--- src/rtl/la132_dsram_ctrl.sv ---
// la132_dsram_ctrl: memory-side controller for the la132 data SRAM port.
// Decodes an address window, drives a single-port synchronous RAM and adds
// programmable read wait states. Out-of-window accesses and disallowed fetch
// reads complete with resp=1.
// Optional build macro: DSRAM_PARITY_EN adds per-byte even parity storage
// (mem_par_wdata / mem_par_rdata) and reports read parity errors via resp.
//
// Handshake: a request is presented by holding data_sram_en with stable
// address/data until data_sram_ack is seen (ack only in IDLE). Reads and
// error accesses complete with a single-cycle data_sram_rrdy pulse; hit writes
// complete in the accept cycle with no rrdy.
module la132_dsram_ctrl #(
  parameter logic [31:0] ADDR_BASE   = 32'h1000_0000,
  parameter logic [31:0] ADDR_MASK   = 32'hFFFF_8000,
  parameter int          MEM_AW      = 13,
  parameter int          WAIT_CYCLES = 1,
  parameter int          FETCH_ALLOW = 1
) (
  input  logic              clk,
  input  logic              reset,
  input  logic              data_sram_en,
  input  logic [3:0]        data_sram_strb,
  input  logic              data_sram_wr,
  input  logic              data_sram_fetch,
  input  logic [31:0]       data_sram_addr,
  input  logic [31:0]       data_sram_wdata,
  output logic [31:0]       data_sram_rdata,
  output logic              data_sram_ack,
  output logic              data_sram_rrdy,
  output logic              data_sram_resp,
  output logic              mem_cs,
  output logic [3:0]        mem_we,
  output logic [MEM_AW-1:0] mem_addr,
  output logic [31:0]       mem_wdata,
  input  logic [31:0]       mem_rdata
`ifdef DSRAM_PARITY_EN
  ,
  output logic [3:0]        mem_par_wdata,
  input  logic [3:0]        mem_par_rdata
`endif
);

  typedef enum logic [1:0] {ST_IDLE, ST_WAIT, ST_RESP} state_t;

  localparam logic [3:0] WAIT_INIT = 4'(WAIT_CYCLES);
  localparam logic       FETCH_OK  = (FETCH_ALLOW != 0);

  state_t      state;
  logic [3:0]  cnt;
  logic [3:0]  cnt_dec;
  logic [31:0] rdata_q;
  logic        err_q;    // bus error: response carries resp=1 and zero data
  logic        perr_q;   // parity error captured during a waited read
  logic        pass_q;   // zero-wait read: data comes straight from the RAM
  logic        cap_q;    // first WAIT cycle: RAM output is valid now

  logic accept;
  logic hit;
  logic err;
  logic ram_go;
  logic par_bad;

  // Request decode for the accept cycle.
  always_comb begin
    accept  = data_sram_en & (state == ST_IDLE) & ~reset;
    hit     = (data_sram_addr & ADDR_MASK) == ADDR_BASE;
    err     = ~hit | (data_sram_fetch & ~data_sram_wr & ~FETCH_OK);
    ram_go  = accept & ~err;
    cnt_dec = (cnt == 4'd0) ? 4'd0 : cnt - 4'd1;
  end

`ifdef DSRAM_PARITY_EN
  // Even parity per byte: generated for written bytes, checked on read data.
  always_comb begin
    par_bad = 1'b0;
    for (int i = 0; i < 4; i++) begin
      mem_par_wdata[i] = data_sram_strb[i] & (^data_sram_wdata[8*i +: 8]);
      par_bad = par_bad | ((^mem_rdata[8*i +: 8]) ^ mem_par_rdata[i]);
    end
  end
`else
  assign par_bad = 1'b0;
`endif

  // RAM side is driven directly from the request in the accept cycle.
  always_comb begin
    mem_cs    = ram_go;
    mem_we    = (ram_go & data_sram_wr) ? data_sram_strb : 4'b0000;
    mem_addr  = data_sram_addr[MEM_AW+1:2];
    mem_wdata = data_sram_wdata;
  end

  // Control FSM: IDLE accepts, WAIT counts read wait states, RESP pulses rrdy.
  always_ff @(posedge clk or posedge reset) begin
    if (reset) begin
      state   <= ST_IDLE;
      cnt     <= 4'd0;
      rdata_q <= 32'd0;
      err_q   <= 1'b0;
      perr_q  <= 1'b0;
      pass_q  <= 1'b0;
      cap_q   <= 1'b0;
    end else begin
      case (state)
        ST_IDLE: begin
          if (accept) begin
            if (err) begin
              state  <= ST_RESP;
              err_q  <= 1'b1;
              perr_q <= 1'b0;
              pass_q <= 1'b0;
            end else if (!data_sram_wr) begin
              err_q  <= 1'b0;
              perr_q <= 1'b0;
              if (WAIT_CYCLES == 0) begin
                state  <= ST_RESP;
                pass_q <= 1'b1;
              end else begin
                state  <= ST_WAIT;
                cnt    <= WAIT_INIT;
                cap_q  <= 1'b1;
                pass_q <= 1'b0;
              end
            end
          end
        end
        ST_WAIT: begin
          cap_q <= 1'b0;
          if (cap_q) begin
            rdata_q <= mem_rdata;
            perr_q  <= par_bad;
          end
          cnt <= cnt_dec;
          if (cnt_dec == 4'd0) state <= ST_RESP;
        end
        ST_RESP: begin
          state  <= ST_IDLE;
          err_q  <= 1'b0;
          perr_q <= 1'b0;
          pass_q <= 1'b0;
        end
        default: state <= ST_IDLE;
      endcase
    end
  end

  // CPU-side responses; everything is held low while reset is asserted.
  always_comb begin
    data_sram_ack   = accept;
    data_sram_rrdy  = (state == ST_RESP) & ~reset;
    data_sram_resp  = data_sram_rrdy & (err_q | perr_q | (pass_q & par_bad));
    data_sram_rdata = 32'd0;
    if (data_sram_rrdy && !err_q) data_sram_rdata = pass_q ? mem_rdata : rdata_q;
  end

endmodule

--- config.mk ---
export PLATFORM = sky130hd
export DESIGN_NAME = la132_dsram_ctrl
export DESIGN_NICKNAME = d
export VERILOG_FILES = /design/src/rtl/la132_dsram_ctrl.sv
export SDC_FILE = /design/constraint.sdc
export NUM_CORES = 1
export LEC_CHECK = 0
export ABC_AREA = 1
export CORE_MARGIN = 4
export CORE_UTILIZATION = 37
export CTS_BUF_LIST = sky130_fd_sc_hd__clkbuf_2
export DETAILED_ROUTE_END_ITERATION = 16
export GPL_ROUTABILITY_DRIVEN = 0
export GPL_TIMING_DRIVEN = 0
export PLACE_DENSITY = 0.89
export SKIP_CTS_REPAIR_TIMING = 1
export SLEW_MARGIN = 40
export SYNTH_ARGS = -nofsm -noshare
export SYNTH_HDL_FRONTEND = slang
export SYNTH_SLANG_ARGS = --single-unit
export TNS_END_PERCENT = 20
--- constraint.sdc ---
create_clock -name clk -period 3.7 [get_ports clk]
set_input_delay 0.74 -clock clk [delete_from_list [all_inputs] [get_ports clk]]
set_output_delay 0.74 -clock clk [all_outputs]
set_load 0.01 [all_outputs]
Word-level counts from Yosys, hierarchy flattened. Index checks and enable logic that the tools add are counted.

Add/subtract/negate cells: 1. Equal/unequal tests: 9. Multiplexer cells: 26. Bitwise logic cells: 8. Reductions and logical operators: 13.

Operator list (number): 2-to-1 mux 32 bit (2); 2-to-1 mux 4 bit (5); equality test 17 x 14 -> 1 bit, second input constant (1); inequality test 2 bit, second input constant (5); 2-to-1 mux 1 bit (9); logical NOT 4 bit (2); 2-to-1 mux 2 bit (4); case mux 4 bit (2 select lines) (1); AND reduction 4 bit (2); AND 1 bit (6); case mux 1 bit (2 select lines) (3); AND reduction 3 bit (2); case mux 2 bit (2 select lines) (1); nonzero test 2 bit (2); subtractor 4 x 1 -> 4 bit, second input constant (1); inequality test 3 bit, second input constant (1); case mux 1 bit (3 select lines) (1); nonzero test 3 bit (1); equality test 2 x 1 -> 1 bit, second input constant (1); equality test 2 bit, second input constant (1); logical NOT 2 bit (1); AND reduction 2 bit (1); logical AND 1 bit (1); logical NOT 1 bit (1); other kinds (2) (2).

Register bits after elaboration: 42. Output and inout bits: 85. Logic and storage cells: 64. Input bits: 105.

Logic depth before layout (Yosys ltp).
Word-level depth: 6. Depth in mapped cells: 10. Depth with buffers taken out: 10.

Least setup slack after synthesis. No wires, ideal clock.

Path type: input to output. From: input port reset. To: output port mem_we[0]. Cell stages on the path: 4. Path buffers: 0. Data arrival time: 2161 ps. Path slack: 799 ps. Required time: 2960 ps. Path through: inv_1 nand2_4 or2_4 nor2_2.

Word-level cells in the longest chain between the ends: 5.

Ends and longest elaborated chain: start: declaration (line 20) `input logic reset,`; inverter 1 bit (line 65) `accept = data_sram_en & (state == ST_IDLE) & ~reset;`; AND 1 bit (line 65); AND 1 bit (line 68) `ram_go = accept & ~err;`; AND 1 bit (line 88) `mem_we = (ram_go & data_sram_wr) ? data_sram_strb : 4'b0000;`; 2-to-1 mux 4 bit (line 88); end: declaration (line 32) `output logic [3:0] mem_we,`.

No other way between the ends.

Worst setup path in the final report.
From: input port reset. To: output port mem_we[1].

The elaborated chain is that of the path after synthesis.

==> results.py <==
metrics = {
    "power_and_ir_drop": {
        "leakagePower_nw": 1.93,
        "power_frac_comb_pct": 45.3,
        "switchingPower_mw": 0.627,
        "clock_power_share_pct": 14.6,
        "intPower_mw": 1.16,
        "p_per_area_nw_per_um2": 451,
        "total_power_mw": 1.78,
        "seq_power_share_pct": 40.1,
        "ir_drop_v": 0.000210,
        "p_sw_share_pct": 35.2,
    },
    "setup_path": {
        "worstReg2RegEnd": "rdata_q[12]",
        "path_common_cell": "clkdlybuf4s50_1",
        "end_kind": "output port",
        "critPathArrivalTime_ns": 2.71,
        "start_kind": "primary input",
        "reg2regPathDepth": 6,
        "slowest_stage": "clkdlybuf4s50_1",
        "crit_chain": "clkdlybuf4s50_1 -> inv_4 -> nand2_4 -> or2_4 -> nor2_2 -> clkdlybuf4s50_1",
        "reg2reg_slack_ns": 2.15,
        "critPathTopFamily": "buffers and inverters",
        "cp.buffers_inverters": 3,
        "critPathKind": "primary input to output port",
        "path_depth": 6,
        "cp_max_fo": 41,
        "crit_required_ns": 2.96,
        "timing.rr.start": "state[0]",
        "cpPeakStageDelay_ns": 0.54,
    },
    "logic_synthesis": {
        "synth_compound_area_share_pct": 8.02,
        "synthAdderAreaFrac_pct": 0.527,
        "synthXorXnorAreaFrac_pct": 0,
        "yosysWarningCount": 0,
        "syn_inst": 309,
        "synthSimpleGateAreaFrac_pct": 25.4,
        "ys_types": 25,
        "synthesis.area_um2": 2370,
        "syn_area_per_cell_um2": 7.68,
        "ys_seq_area_share_pct": 42.2,
        "synth_top_cell_area_share_pct": 42.2,
        "syn_nets": 415,
        "ys_seq_elements": 40,
        "synth.area.top_cells": "dfrtp_1 42%, buf_4 14%, nor2_1 12%",
        "synth_top_family_by_area": "simple AND/OR/NAND/NOR gates",
        "synthMuxAreaShare_pct": 0,
        "yosysTopAreaCell": "dfrtp_1",
    },
    "hold_path": {
        "min_from": "err_q",
        "hp-class": "register to register",
        "hold_end": "err_q",
        "whs_path_depth": 2,
    },
    "detailed_routing": {
        "first_pass_iters": 4,
        "vias": 2373,
        "drcViolationCount": 0,
        "wl_um": 6950,
        "drtAntennaViolNets": 0,
        "initialDrtViolationCount": 16,
        "via_per_inst": 4.45,
        "wl_per_cell_um": 13.0,
    },
    "grt": {
        "antenna_found_initial": 0,
        "overflow": 0,
        "globalRouteTotalUtil_pct": 17.4,
        "grt_pass1_wl_um": 10700,
        "grt_pass1_vias": 2424,
        "grt_max_degree": 42,
    },
    "floorplan": {
        "io_pins": 190,
        "core_um2": 6060,
        "die-height_um": 88.1,
        "initial_core_util_pct": 39.1,
        "rows": 28,
        "die_w_um": 88.1,
        "dieArea_um2": 7760,
    },
    "finish": {
        "final_area_um2": 3950,
        "drive_above_1_share_pct": 17.0,
        "layout_common_cells": "141 x clkdlybuf4s50_1, 78 x nor2_1, 47 x inv_1",
        "layout_commonest_cell": "clkdlybuf4s50_1",
        "nNetsFinal": 563,
        "area_growth_pct": 66.4,
        "antennaDiodeCount": 0,
    },
    "status": {
        "status": "complete, no violations",
    },
    "timing": {
        "rsz0062_at_grt": "no",
        "setup_viol": 0,
        "max_freq_mhz": 290,
        "slew_violations": 0,
        "max_slew_margin_pct": 65.5,
        "clock_skew_ns": 0.0336,
        "hold_violations": 0,
        "hold_ws_ns": 0.507,
        "worst_pin_slew_ns": 0.518,
        "min_period_ns": 3.45,
        "fin_crit_sh_pct": 93.3,
    },
    "placement": {
        "numPortBuffers": 141,
        "place_area_um2": 3880,
        "hpwl_um": 5670,
    },
    "clock_network": {
        "worstSkewPairLatency_ns": 0.40,
        "path_clk_slew_ns": 0.23,
        "cts_buffers": 5,
        "clockRootBuffer": "clkbuf_2",
        "cts_tree": "yes",
        "clock-sinks": 40,
        "clockBufferDepth": 2,
        "h-tree-depth": 2,
    },
    "run": {
        "cap_violations": 0,
    },
}
-- routing by layer --
metal,routed length (µm),GRT usage [%],share of wire [%],vias to the layer above
met5,0,0,0,-
met2,3460,32.4,50,123
met1,2470,17.7,36,1056
li1,-,-,-,1186
met3,953,8.00,14,8
met4,60,3.71,0.86,0
-- tightest hold or removal path: stages, from the launching register on --
cell	delay, ns
dfrtp_1	0.40
nand2_1	0.05
nand2_1	0.05
-- power by group through the flow --
stage | registers (mW) | logic (mW) | clock network [mW]
after floorplan | 0.706 | 0.466 | 0
after global placement | 0.716 | 0.783 | 0
after detailed placement | 0.727 | 0.819 | 0
after CTS | 0.714 | 0.821 | 0.270
after global routing | 0.736 | 0.906 | 0.289
final | 0.715 | 0.807 | 0.260
-- synth_stat cells (all sizes together) --
cell type / instances
o21ai: 4
buf: 54
nor2: 86
nand2: 22
nor3: 3
inv: 50
dfrtp: 40
a21oi: 34
nor4: 1
nand4: 4
or2: 2
nand3: 8
ha: 1
-- layout make-up --
cell class,count,area (µm²)
fillers,514,2110
repair buffers,141,1410
flip-flops and latches,40,1000
multi-input cells,165,805
plain buffers,54,379
inverters,50,190
well taps,75,93.8
clock inverters,3,42.5
clock buffers,5,25.0
-- flip-flops by register name, indices dropped and copies added, names as in the netlist --
register  count
cap_q         1
cnt           4
err_q         1
rdata_q      32
state         2
-- per-stage QoR --
step           util [%]  TNS (ns)  setup WS [ns]  std cells
2_1_floorplan         -         0          0.799        309
3_3_place_gp       64.0     -2.89         -0.580        525
3_5_place_dp       64.0         0          0.199        525
4_1_cts            65.1         0          0.190        533
5_1_grt            65.1         0         0.0709        533
6_report           65.1         0          0.247        533
-- kinds of logic after synthesis --
| group | Yosys count |
|---|---|
| AND/OR/NAND/NOR | 126 |
| flip-flops | 40 |
| AO/OA/AOI/OAI | 38 |
| buffers and inverters | 104 |
| adder cells (fa/ha/maj) | 1 |
-- worst max path at each step --
stage / start / endpoint / slack (ns)
final: reset / mem_we[1] / 0.25
after global placement: reset / mem_we[1] / -0.58
after CTS: reset / mem_we[1] / 0.19
after floorplan: reset / mem_we[0] / 0.80
after global routing: reset / mem_we[2] / 0.07
after detailed placement: reset / mem_we[1] / 0.20
(Power assumes the default switching activity.)
